### src/rtl/cdb_arbiter_pkg.sv
// Shared definitions for the common data bus arbiter: CDB field widths,
// requester index constants and the broadcast payload layout.
package cdb_arbiter_pkg;

    localparam int TAG_W  = 5;
    localparam int DATA_W = 32;

    localparam int REQ_LS  = 0;
    localparam int REQ_INT = 1;
    localparam int REQ_MUL = 2;
    localparam int REQ_BR  = 3;

    typedef struct packed {
        logic              branch;
        logic              branch_taken;
        logic [TAG_W-1:0]  tag;
        logic [DATA_W-1:0] data;
    } cdb_payload_t;

endpackage

### src/rtl/cdb_age_pick.sv
// Per-requester age counters and fixed-priority select with age promotion.
// Produces a one-hot (or zero) grant; a flush suppresses the grant and clears all ages.
module cdb_age_pick #(
    parameter int NUM_REQ   = 4,
    parameter int AGE_LIMIT = 8,
    parameter int AGE_W     = 4
) (
    input  logic               clock,
    input  logic               nreset,
    input  logic               flush_valid,
    input  logic [NUM_REQ-1:0] req_valid,
    output logic [NUM_REQ-1:0] grant
);

    localparam logic [AGE_W-1:0] AGE_MAX = '1;
    localparam logic [AGE_W-1:0] AGE_LIM = AGE_W'(AGE_LIMIT);

    logic [AGE_W-1:0]   age_q [NUM_REQ];
    logic [AGE_W-1:0]   age_d [NUM_REQ];
    logic [NUM_REQ-1:0] promoted;
    logic [NUM_REQ-1:0] cand;

    always_comb begin
        promoted = '0;
        for (int i = 0; i < NUM_REQ; i++) begin
            promoted[i] = req_valid[i] && (age_q[i] >= AGE_LIM);
        end
        // Promoted requesters form their own priority tier, lowest index first.
        cand  = (|promoted) ? promoted : req_valid;
        grant = cand & (~cand + NUM_REQ'(1));
        if (flush_valid) begin
            grant = '0;
        end
    end

    always_comb begin
        for (int i = 0; i < NUM_REQ; i++) begin
            age_d[i] = '0;
            if (!flush_valid && req_valid[i] && !grant[i]) begin
                age_d[i] = (age_q[i] == AGE_MAX) ? age_q[i] : age_q[i] + AGE_W'(1);
            end
        end
    end

    always_ff @(posedge clock or negedge nreset) begin
        if (!nreset) begin
            for (int i = 0; i < NUM_REQ; i++) begin
                age_q[i] <= '0;
            end
        end else begin
            age_q <= age_d;
        end
    end

endmodule

### src/rtl/cdb_arbiter.sv
// Common data bus arbiter: one grant per cycle, registered broadcast the next cycle.
// Optional performance counters are built when CDB_ARB_PERF_EN is defined.
module cdb_arbiter
    import cdb_arbiter_pkg::*;
#(
    parameter int NUM_REQ   = 4,
    parameter int AGE_LIMIT = 8,
    parameter int AGE_W     = 4
) (
    input  logic                        clock,
    input  logic                        nreset,
    input  logic                        flush_valid,
    input  logic [NUM_REQ-1:0]          req_valid,
    input  logic [NUM_REQ*TAG_W-1:0]    req_tag,
    input  logic [NUM_REQ*DATA_W-1:0]   req_data,
    input  logic [NUM_REQ-1:0]          req_branch,
    input  logic [NUM_REQ-1:0]          req_branch_taken,
    output logic [NUM_REQ-1:0]          req_ready,
    output logic                        cdb_valid,
    output logic                        cdb_branch,
    output logic                        cdb_branch_taken,
    output logic [TAG_W-1:0]            cdb_tag,
    output logic [DATA_W-1:0]           cdb_data,
    output logic [$clog2(NUM_REQ)-1:0]  cdb_src
`ifdef CDB_ARB_PERF_EN
    ,
    output logic [NUM_REQ*16-1:0]       perf_grant_cnt,
    output logic [15:0]                 perf_conflict_cnt
`endif
);

    localparam int SRC_W = $clog2(NUM_REQ);

    logic [NUM_REQ-1:0] grant;
    cdb_payload_t       sel_payload;
    logic [SRC_W-1:0]   sel_src;

    cdb_payload_t       payload_q, payload_d;
    logic [SRC_W-1:0]   src_q, src_d;
    logic               cdb_valid_q, cdb_valid_d;

    cdb_age_pick #(
        .NUM_REQ   (NUM_REQ),
        .AGE_LIMIT (AGE_LIMIT),
        .AGE_W     (AGE_W)
    ) u_age_pick (
        .clock       (clock),
        .nreset      (nreset),
        .flush_valid (flush_valid),
        .req_valid   (req_valid),
        .grant       (grant)
    );

    // Grant is combinational, so it must also be held off while reset is asserted.
    assign req_ready = grant & {NUM_REQ{nreset}};

    always_comb begin
        sel_payload = '0;
        sel_src     = '0;
        for (int i = 0; i < NUM_REQ; i++) begin
            if (grant[i]) begin
                sel_payload.branch       = req_branch[i];
                sel_payload.branch_taken = req_branch_taken[i];
                sel_payload.tag          = req_tag[i*TAG_W +: TAG_W];
                sel_payload.data         = req_data[i*DATA_W +: DATA_W];
                sel_src                  = SRC_W'(i);
            end
        end
    end

    always_comb begin
        cdb_valid_d = |grant;
        payload_d   = (|grant) ? sel_payload : payload_q;
        src_d       = (|grant) ? sel_src : src_q;
    end

    always_ff @(posedge clock or negedge nreset) begin
        if (!nreset) begin
            cdb_valid_q <= 1'b0;
            payload_q   <= '0;
            src_q       <= '0;
        end else begin
            cdb_valid_q <= cdb_valid_d;
            payload_q   <= payload_d;
            src_q       <= src_d;
        end
    end

    assign cdb_valid        = cdb_valid_q;
    assign cdb_branch       = payload_q.branch;
    assign cdb_branch_taken = payload_q.branch_taken;
    assign cdb_tag          = payload_q.tag;
    assign cdb_data         = payload_q.data;
    assign cdb_src          = src_q;

`ifdef CDB_ARB_PERF_EN
    logic [15:0] grant_cnt_q [NUM_REQ];
    logic [15:0] grant_cnt_d [NUM_REQ];
    logic [15:0] conflict_cnt_q, conflict_cnt_d;
    logic        multi_valid;

    always_comb begin
        multi_valid = |(req_valid & (req_valid - NUM_REQ'(1)));
        conflict_cnt_d = conflict_cnt_q;
        if (multi_valid && conflict_cnt_q != 16'hFFFF) begin
            conflict_cnt_d = conflict_cnt_q + 16'd1;
        end
        for (int i = 0; i < NUM_REQ; i++) begin
            grant_cnt_d[i] = grant_cnt_q[i];
            if (req_ready[i] && grant_cnt_q[i] != 16'hFFFF) begin
                grant_cnt_d[i] = grant_cnt_q[i] + 16'd1;
            end
        end
    end

    // Counters survive flushes; only reset clears them.
    always_ff @(posedge clock or negedge nreset) begin
        if (!nreset) begin
            conflict_cnt_q <= '0;
            for (int i = 0; i < NUM_REQ; i++) begin
                grant_cnt_q[i] <= '0;
            end
        end else begin
            conflict_cnt_q <= conflict_cnt_d;
            grant_cnt_q    <= grant_cnt_d;
        end
    end

    always_comb begin
        perf_grant_cnt = '0;
        for (int i = 0; i < NUM_REQ; i++) begin
            perf_grant_cnt[i*16 +: 16] = grant_cnt_q[i];
        end
    end

    assign perf_conflict_cnt = conflict_cnt_q;
`endif

endmodule

### config.mk
export PLATFORM = sky130hd
export DESIGN_NAME = cdb_arbiter
export DESIGN_NICKNAME = d
export VERILOG_FILES = /design/src/rtl/cdb_arbiter_pkg.sv /design/src/rtl/cdb_age_pick.sv /design/src/rtl/cdb_arbiter.sv
export SDC_FILE = /design/constraint.sdc
export NUM_CORES = 1
export LEC_CHECK = 0
export ABC_CLOCK_PERIOD_IN_PS = 2990
export BUFFER_PORTS_ARGS = -buffer_cell sky130_fd_sc_hd__buf_2
export CORE_MARGIN = 1.5
export CORE_UTILIZATION = 40
export DETAILED_ROUTE_END_ITERATION = 16
export PLACE_DENSITY = 0.86
export SLEW_MARGIN = 10
export SYNTH_ARGS = -nofsm -noshare
export SYNTH_HDL_FRONTEND = slang
export SYNTH_SLANG_ARGS = --single-unit
### constraint.sdc
create_clock -name clock -period 2.99 [get_ports clock]
set_clock_uncertainty 0.1 [all_clocks]
set_input_delay 0.299 -clock clock [delete_from_list [all_inputs] [get_ports clock]]
set_output_delay 0.299 -clock clock [all_outputs]
set_load 0.005 [all_outputs]
==> results.sh, run 1 <==
export IMPL_area_growth_pct=36.76
export IMPL_h_tree_depth=3
export IMPL_grt_pass1_vias=3466
export IMPL_placementRows=33
export IMPL_holdPathStages=3
export IMPL_drive_gt1_frac=0.4451
export IMPL_synth_top_area_share=0.4333
export IMPL_r2r_start="u_age_pick.age_q[7]$_DFFE_PN0P_"
export IMPL_grt_util_all_layers=0.2264
export IMPL_die_area_um2=8931
export IMPL_setup_viol_count_final=0
export IMPL_synth_nets=501
export IMPL_cts_tree="done"
export IMPL_rsz0062_at_grt="no"
export IMPL_slew_violations=0
export IMPL_gp_congestion=0.9190
export IMPL_hp_start="req_data[102]"
export IMPL_numCtsBuffers=9
export IMPL_grt_pass1_wl_um=15570
export IMPL_relSlewSlack=0.4180
export IMPL_start_util=0.4097
export IMPL_yosysWarnings=0
export IMPL_drt_wl_total_um=10200
export IMPL_crit_path_cell_trace="a222oi_1, o21a_1, buf_4, and2_1, buf_2"
export IMPL_rrSetupSlack_ns=0.46
export IMPL_peakVddDrop_v=0.0002241
export IMPL_final_nets=702
export IMPL_yosys_top_cells_area="dfrtp_1 (43%), a222oi_1 (12%), o2bb2ai_1 (9.9%)"
export IMPL_crit_family="compound AO/OA/AOI/OAI gates"
export IMPL_viasPerCell=5.484
export IMPL_ant_nets=0
export IMPL_hold_end="cdb_data[6]$_DFFE_PN0P_"
export IMPL_p_leak_nw=2.267
export IMPL_insertedDiodeCount=0
export IMPL_cts_path_max_buffers=2
export IMPL_grt_overflow=0
export IMPL_start_kind="flop"
export IMPL_ys_flop_type="dfrtp_1"
export IMPL_synth_edf_count=0
export IMPL_cp_num_buf_inv=2
export IMPL_clkLatencyLatePin_ns=0.34
export IMPL_port_buffers=208
export IMPL_synth_distinct_cells=37
export IMPL_clk_root_buffer_cell="clkbuf_8"
export IMPL_avgSynthCellArea_um2=10.09
export IMPL_worstHoldPathType="in -> reg"
export IMPL_period_needed_ns=2.638
export IMPL_finalNonFillerCells=642
export IMPL_worstMarginPinSlew_ns=0.8721
export IMPL_critical_path_class="reg -> out"
export IMPL_route_detailed_wl_per_inst_um=15.89
export IMPL_finalCritPeriodShare=0.8822
export IMPL_dp_cells=626
export IMPL_yosys_area_top_type="dfrtp_1"
export IMPL_grt_max_degree=44
export IMPL_antenna_found_initial=0
export IMPL_cp_required_ns=2.59
export IMPL_vias=3521
export IMPL_cpMaxStageDelayCell="dfrtp_1"
export IMPL_drtIter0Drc=235
export IMPL_path_clk_slew_ns=0.07
export IMPL_dr_pass1_iters=8
export IMPL_clock_sinks=58
export IMPL_rr_endpoint="cdb_data[30]$_DFFE_PN0P_"
export IMPL_netlist_instances=332
export IMPL_fp_dieW_um=94.51
export IMPL_cts_setup_buffers=0
export IMPL_ys_seq_elements=58
export IMPL_synthArstFlopShare=1.000
export IMPL_path_max_fanout=41
export IMPL_drc=0
export IMPL_fin_tns_setup_ns=0
export IMPL_die_h_um=94.51
export IMPL_drv_cap=0
export IMPL_ys_seq_area_frac=0.4333
export IMPL_clock_fmax_ghz=0.3791
export IMPL_outcome="complete, no violations"
export IMPL_power_density_nw_per_um2=436.9
export IMPL_finalHoldViolCount=0
export IMPL_netlist_area_um2=3349
export IMPL_slowest_delay_ns=0.47
export IMPL_nFillCells=739
export IMPL_endpoint_kind="output pin"
export IMPL_ios=209
export IMPL_coreArea_um2=8175
export IMPL_cp_arrival_ns=2.24
export IMPL_dp_hpwl_um=7532
export IMPL_ff2ff_path_depth=6
-- through the flow --
stage	power (mW)	area, um^2	hold WS, ns	util	setup slack (ns)
after detailed placement	1.416	4412	0.1900	0.5396	0.3997
final	2.001	4581	0.1113	0.5603	0.3521
after global placement	1.396	4412	0.1841	0.5396	0.4757
after global routing	2.118	4581	0.09230	0.5603	0.1536
after floorplan	1.150	3349	-0.09659	-	1.123
after CTS	2.034	4581	0.09075	0.5603	0.3141
-- report_power, final --
part | total [mW] | switching [mW] | internal, mW
registers | 0.942 | 0.0589 | 0.883
clock network | 0.601 | 0.312 | 0.289
logic | 0.458 | 0.206 | 0.252
total | 2.00 | 0.577 | 1.42
-- synthesized netlist by cell type, types with 4 or more instances --
library cell  count
a222oi_1         40
and2_1           42
buf_2             7
buf_4             8
buf_6             5
clkbuf_1          7
dfrtp_1          58
ha_1              6
inv_1             8
nand2_1           4
nand3_1           8
nor2_1           59
nor3_1            5
o2bb2ai_1        38
xnor2_1           4
-- sequential cells by signal, indices dropped and copies added, names as in the netlist --
| name | count |
|---|---|
| cdb_data | 32 |
| u_age_pick.age_q | 16 |
| cdb_src | 2 |
| cdb_branch_taken | 1 |
| cdb_branch | 1 |
| cdb_valid | 1 |
| cdb_tag | 5 |
-- logic make-up after synthesis --
| family | after synthesis | synth area share |
|---|---|---|
| xor+xnor | 4 | 0.01046 |
| buf+inv | 35 | 0.06201 |
| simple gates | 130 | 0.1939 |
| flops | 58 | 0.4333 |
| fa+ha+maj | 6 | 0.02241 |
| compound gates | 96 | 0.2690 |
| mux | 3 | 0.008966 |
-- worst reg2reg max path: cells and delay by family (launching register included) --
| kind | cells | cell delay, ns |
|---|---|---|
| buffers and inverters | 1 | 0.41 |
| flip-flops | 1 | 0.43 |
| AO/OA/AOI/OAI | 3 | 0.67 |
| AND/OR/NAND/NOR | 2 | 0.86 |
-- cell usage in the layout, fill, tap and decap left out, types with 4 or more instances in the layout --
master / netlist / layout
ha_1: 6 / 6
dfrtp_1: 58 / 58
buf_2: 7 / 208
clkbuf_8: 0 / 9
buf_4: 8 / 8
nor2_1: 59 / 59
and2_1: 42 / 42
inv_1: 8 / 8
xnor2_1: 4 / 4
a222oi_1: 40 / 40
nand3_1: 8 / 8
nor3_1: 5 / 5
clkinv_2: 0 / 4
nand2_1: 4 / 4
o2bb2ai_1: 38 / 38
-- worst max-delay path by stage --
stage	start	endpoint	slack [ns]	depth (start not counted)
floorplan	u_age_pick.age_q[7]$_DFFE_PN0P_	req_ready[3]	1.12	5
global placement	req_valid[2]	cdb_src[1]$_DFFE_PN0P_	0.48	7
detailed placement	req_valid[2]	cdb_tag[3]$_DFFE_PN0P_	0.40	7
CTS	u_age_pick.age_q[11]$_DFFE_PN0P_	req_ready[0]	0.31	5
global route	u_age_pick.age_q[11]$_DFFE_PN0P_	req_ready[0]	0.15	5
finish	u_age_pick.age_q[11]$_DFFE_PN0P_	req_ready[0]	0.35	5
-- routing by layer --
metal  wire, um  track usage
met5          0            0
met4        145      0.09080
met3        847      0.04589
met2       5121       0.4125
met1       4088       0.2574
-- layout make-up --
cell class | count | area, um^2 | area share
flip-flops and latches | 58 | 1451 | 0.3169
clock inverters | 6 | 35.03 | 0.007648
inverters | 8 | 30.03 | 0.006556
repair buffers | 217 | 1111 | 0.2426
well taps | 105 | 131.4 | 0.02868
clock buffers | 9 | 123.9 | 0.02704
multi-input cells | 239 | 1698 | 0.3707
-- repair_timing --
action,4_1_cts,5_1_grt
endpoints found under the hold margin,15,0
hold buffers,1,0
resized for setup,0,0
Power figures use the tool's default switching activity.
==> inputs of run 2 (changes only) <==
--- a/config.mk
+++ b/config.mk
@@ -7,7 +7,7 @@
 export LEC_CHECK = 0
 export ABC_CLOCK_PERIOD_IN_PS = 2990
 export BUFFER_PORTS_ARGS = -buffer_cell sky130_fd_sc_hd__buf_2
-export CORE_MARGIN = 1.5
+export CORE_MARGIN = 5
 export CORE_UTILIZATION = 40
 export DETAILED_ROUTE_END_ITERATION = 16
 export PLACE_DENSITY = 0.86
==> run 2 against run 1 <==
  * Maximum frequency grew 2.4%
  * First-iteration DRC count is 16% higher
  * Critical path depth unchanged
  * Routed wire length grew 5.6%
  * Sequential power barely moved
  * Critical path type unchanged
  * Largest power group unchanged
  * Worst hold slack improved by 0.013 ns
==> results.sh, run 2 (synthesized netlist as in run 1, its figures left out) <==
export IMPL_outcome="complete, no violations"
export IMPL_clock_sinks=58
export IMPL_port_buffers=208
export IMPL_final_nets=703
export IMPL_cp_required_ns=2.59
export IMPL_critical_path_class="reg -> out"
export IMPL_placementRows=33
export IMPL_path_max_fanout=41
export IMPL_finalNonFillerCells=643
export IMPL_pwr_share_clk=0.329
export IMPL_vias=3518
export IMPL_fin_ws_ns=0.4140
export IMPL_start_util=0.4097
export IMPL_cts_tree="done"
export IMPL_antenna_found_initial=0
export IMPL_swShare=0.2654
export IMPL_p_switching_uw=555.5
export IMPL_period_needed_ns=2.576
export IMPL_route_detailed_wl_per_inst_um=16.75
export IMPL_insertedDiodeCount=0
export IMPL_dp_hpwl_um=8425
export IMPL_viasPerCell=5.471
export IMPL_start_kind="flop"
export IMPL_fin_tns_setup_ns=0
export IMPL_p_seq_frac=0.451
export IMPL_relSlewSlack=0.6370
export IMPL_cts_resized=0
export IMPL_die_h_um=101.5
export IMPL_drc=0
export IMPL_rsz0062_at_grt="no"
export IMPL_finalCritPeriodShare=0.8615
export IMPL_final_util=0.5660
export IMPL_cellInternalPower_mw=1.538
export IMPL_peakVddDrop_v=0.0002130
export IMPL_grt_overflow=0
export IMPL_grt_max_degree=45
export IMPL_mostFrequentLayoutCells="buf_2 (208), nor2_1 (59), dfrtp_1 (58)"
export IMPL_rr_endpoint="cdb_data[12]$_DFFE_PN0P_"
export IMPL_slew_violations=0
export IMPL_clock_fmax_ghz=0.3882
export IMPL_grt_pass1_wl_um=16730
export IMPL_finalHoldViolCount=0
export IMPL_holdPathStages=3
export IMPL_ant_nets=0
export IMPL_clkLatencyLatePin_ns=0.32
export IMPL_coreArea_um2=8175
export IMPL_clk_root_buffer_cell="clkbuf_8"
export IMPL_design_area_um2=4627
export IMPL_p_leak_nw=2.294
export IMPL_drtIter0Drc=272
export IMPL_cts_path_max_buffers=2
export IMPL_die_area_um2=10300
export IMPL_grt_pass1_vias=3640
export IMPL_dp_slack_ns=0.6066
export IMPL_slowest_delay_ns=0.47
export IMPL_ff2ff_path_depth=6
export IMPL_gp_congestion=0.7954
export IMPL_worstHoldPathType="in -> reg"
export IMPL_path_clk_slew_ns=0.07
export IMPL_hold_end="cdb_data[17]$_DFFE_PN0P_"
export IMPL_grt_util_all_layers=0.2020
export IMPL_hp_start="req_data[113]"
export IMPL_cp_arrival_ns=2.18
export IMPL_power_frac_comb=0.220
export IMPL_placed_cell_area_um2=4432
export IMPL_cts_setup_buffers=0
export IMPL_h_tree_depth=3
export IMPL_cpMaxStageDelayCell="dfrtp_1"
export IMPL_endpoint_kind="output pin"
export IMPL_ios=209
export IMPL_numCtsBuffers=9
export IMPL_setup_viol_count_final=0
export IMPL_drt_wl_total_um=10770
export IMPL_drive_gt1_frac=0.4424
export IMPL_fp_dieW_um=101.5
export IMPL_r2r_start="u_age_pick.age_q[7]$_DFFE_PN0P_"
export IMPL_worstMarginPinSlew_ns=0.5440
export IMPL_layout_commonest_cell="buf_2"
export IMPL_crit_path_cell_trace="a222oi_1, o21a_1, buf_4, and2_1, buf_2"
export IMPL_area_growth_pct=38.14
export IMPL_drv_cap=0
export IMPL_rrSetupSlack_ns=0.59
export IMPL_largest_reg_flops=32
export IMPL_dp_cells=627
export IMPL_power_density_nw_per_um2=452.4
export IMPL_dr_pass1_iters=6
export IMPL_hold_buffers=1
==> run 2: how the worst max path moves through the flow <==
| stage | from | slack, ns | depth (start not counted) | endpoint |
|---|---|---|---|---|
| 2_1_floorplan | u_age_pick.age_q[7]$_DFFE_PN0P_ | 1.12 | 5 | req_ready[3] |
| 3_3_place_gp | req_valid[0] | 0.70 | 6 | cdb_data[4]$_DFFE_PN0P_ |
| 3_5_place_dp | req_valid[0] | 0.61 | 6 | cdb_tag[2]$_DFFE_PN0P_ |
| 4_1_cts | u_age_pick.age_q[11]$_DFFE_PN0P_ | 0.39 | 5 | req_ready[0] |
| 5_1_grt | u_age_pick.age_q[11]$_DFFE_PN0P_ | 0.20 | 5 | req_ready[0] |
| 6_report | u_age_pick.age_q[11]$_DFFE_PN0P_ | 0.41 | 5 | req_ready[0] |
==> run 2: final cells by class <==
| type | instances | area, um^2 |
|---|---|---|
| clock buffer | 12 | 145.1 |
| multi-input combinational | 239 | 1698 |
| fill | 750 | 3548 |
| tap | 105 | 131.4 |
| timing repair buffer | 218 | 1131 |
| clock inverter | 3 | 40.04 |
| sequential | 58 | 1451 |
| inverter | 8 | 30.03 |
==> run 2: critical path: cells and delay by family (launching register included) <==
kind	cells	cell delay, ns
AO/OA/AOI/OAI	2	0.65
AND/OR/NAND/NOR	1	0.20
buffers and inverters	2	0.54
flip-flops	1	0.47
==> run 2: layer usage <==
metal	share of wire	up-vias	track usage	wire, um
li1	-	1674	-	-
met1	0.39	1644	0.2419	4232
met2	0.50	182	0.3707	5386
met3	0.094	18	0.03581	1009
met4	0.013	0	0.05419	144
met5	0	-	0	0
==> run 2: through the flow <==
step / power (mW) / hold WS [ns]
after floorplan: 1.150 / -0.09659
after global placement: 1.405 / 0.1032
after detailed placement: 1.422 / 0.1043
after CTS: 2.127 / 0.1044
after global routing: 2.217 / 0.1191
final: 2.093 / 0.1246
==> run 2: power by group through the flow <==
stage	Sequential (mW)	Clock, mW	Combinational [mW]
after floorplan	0.958	0	0.192
after global placement	0.957	0	0.448
after detailed placement	0.956	0	0.466
after CTS	0.946	0.715	0.467
after global routing	0.958	0.746	0.513
final	0.945	0.689	0.460
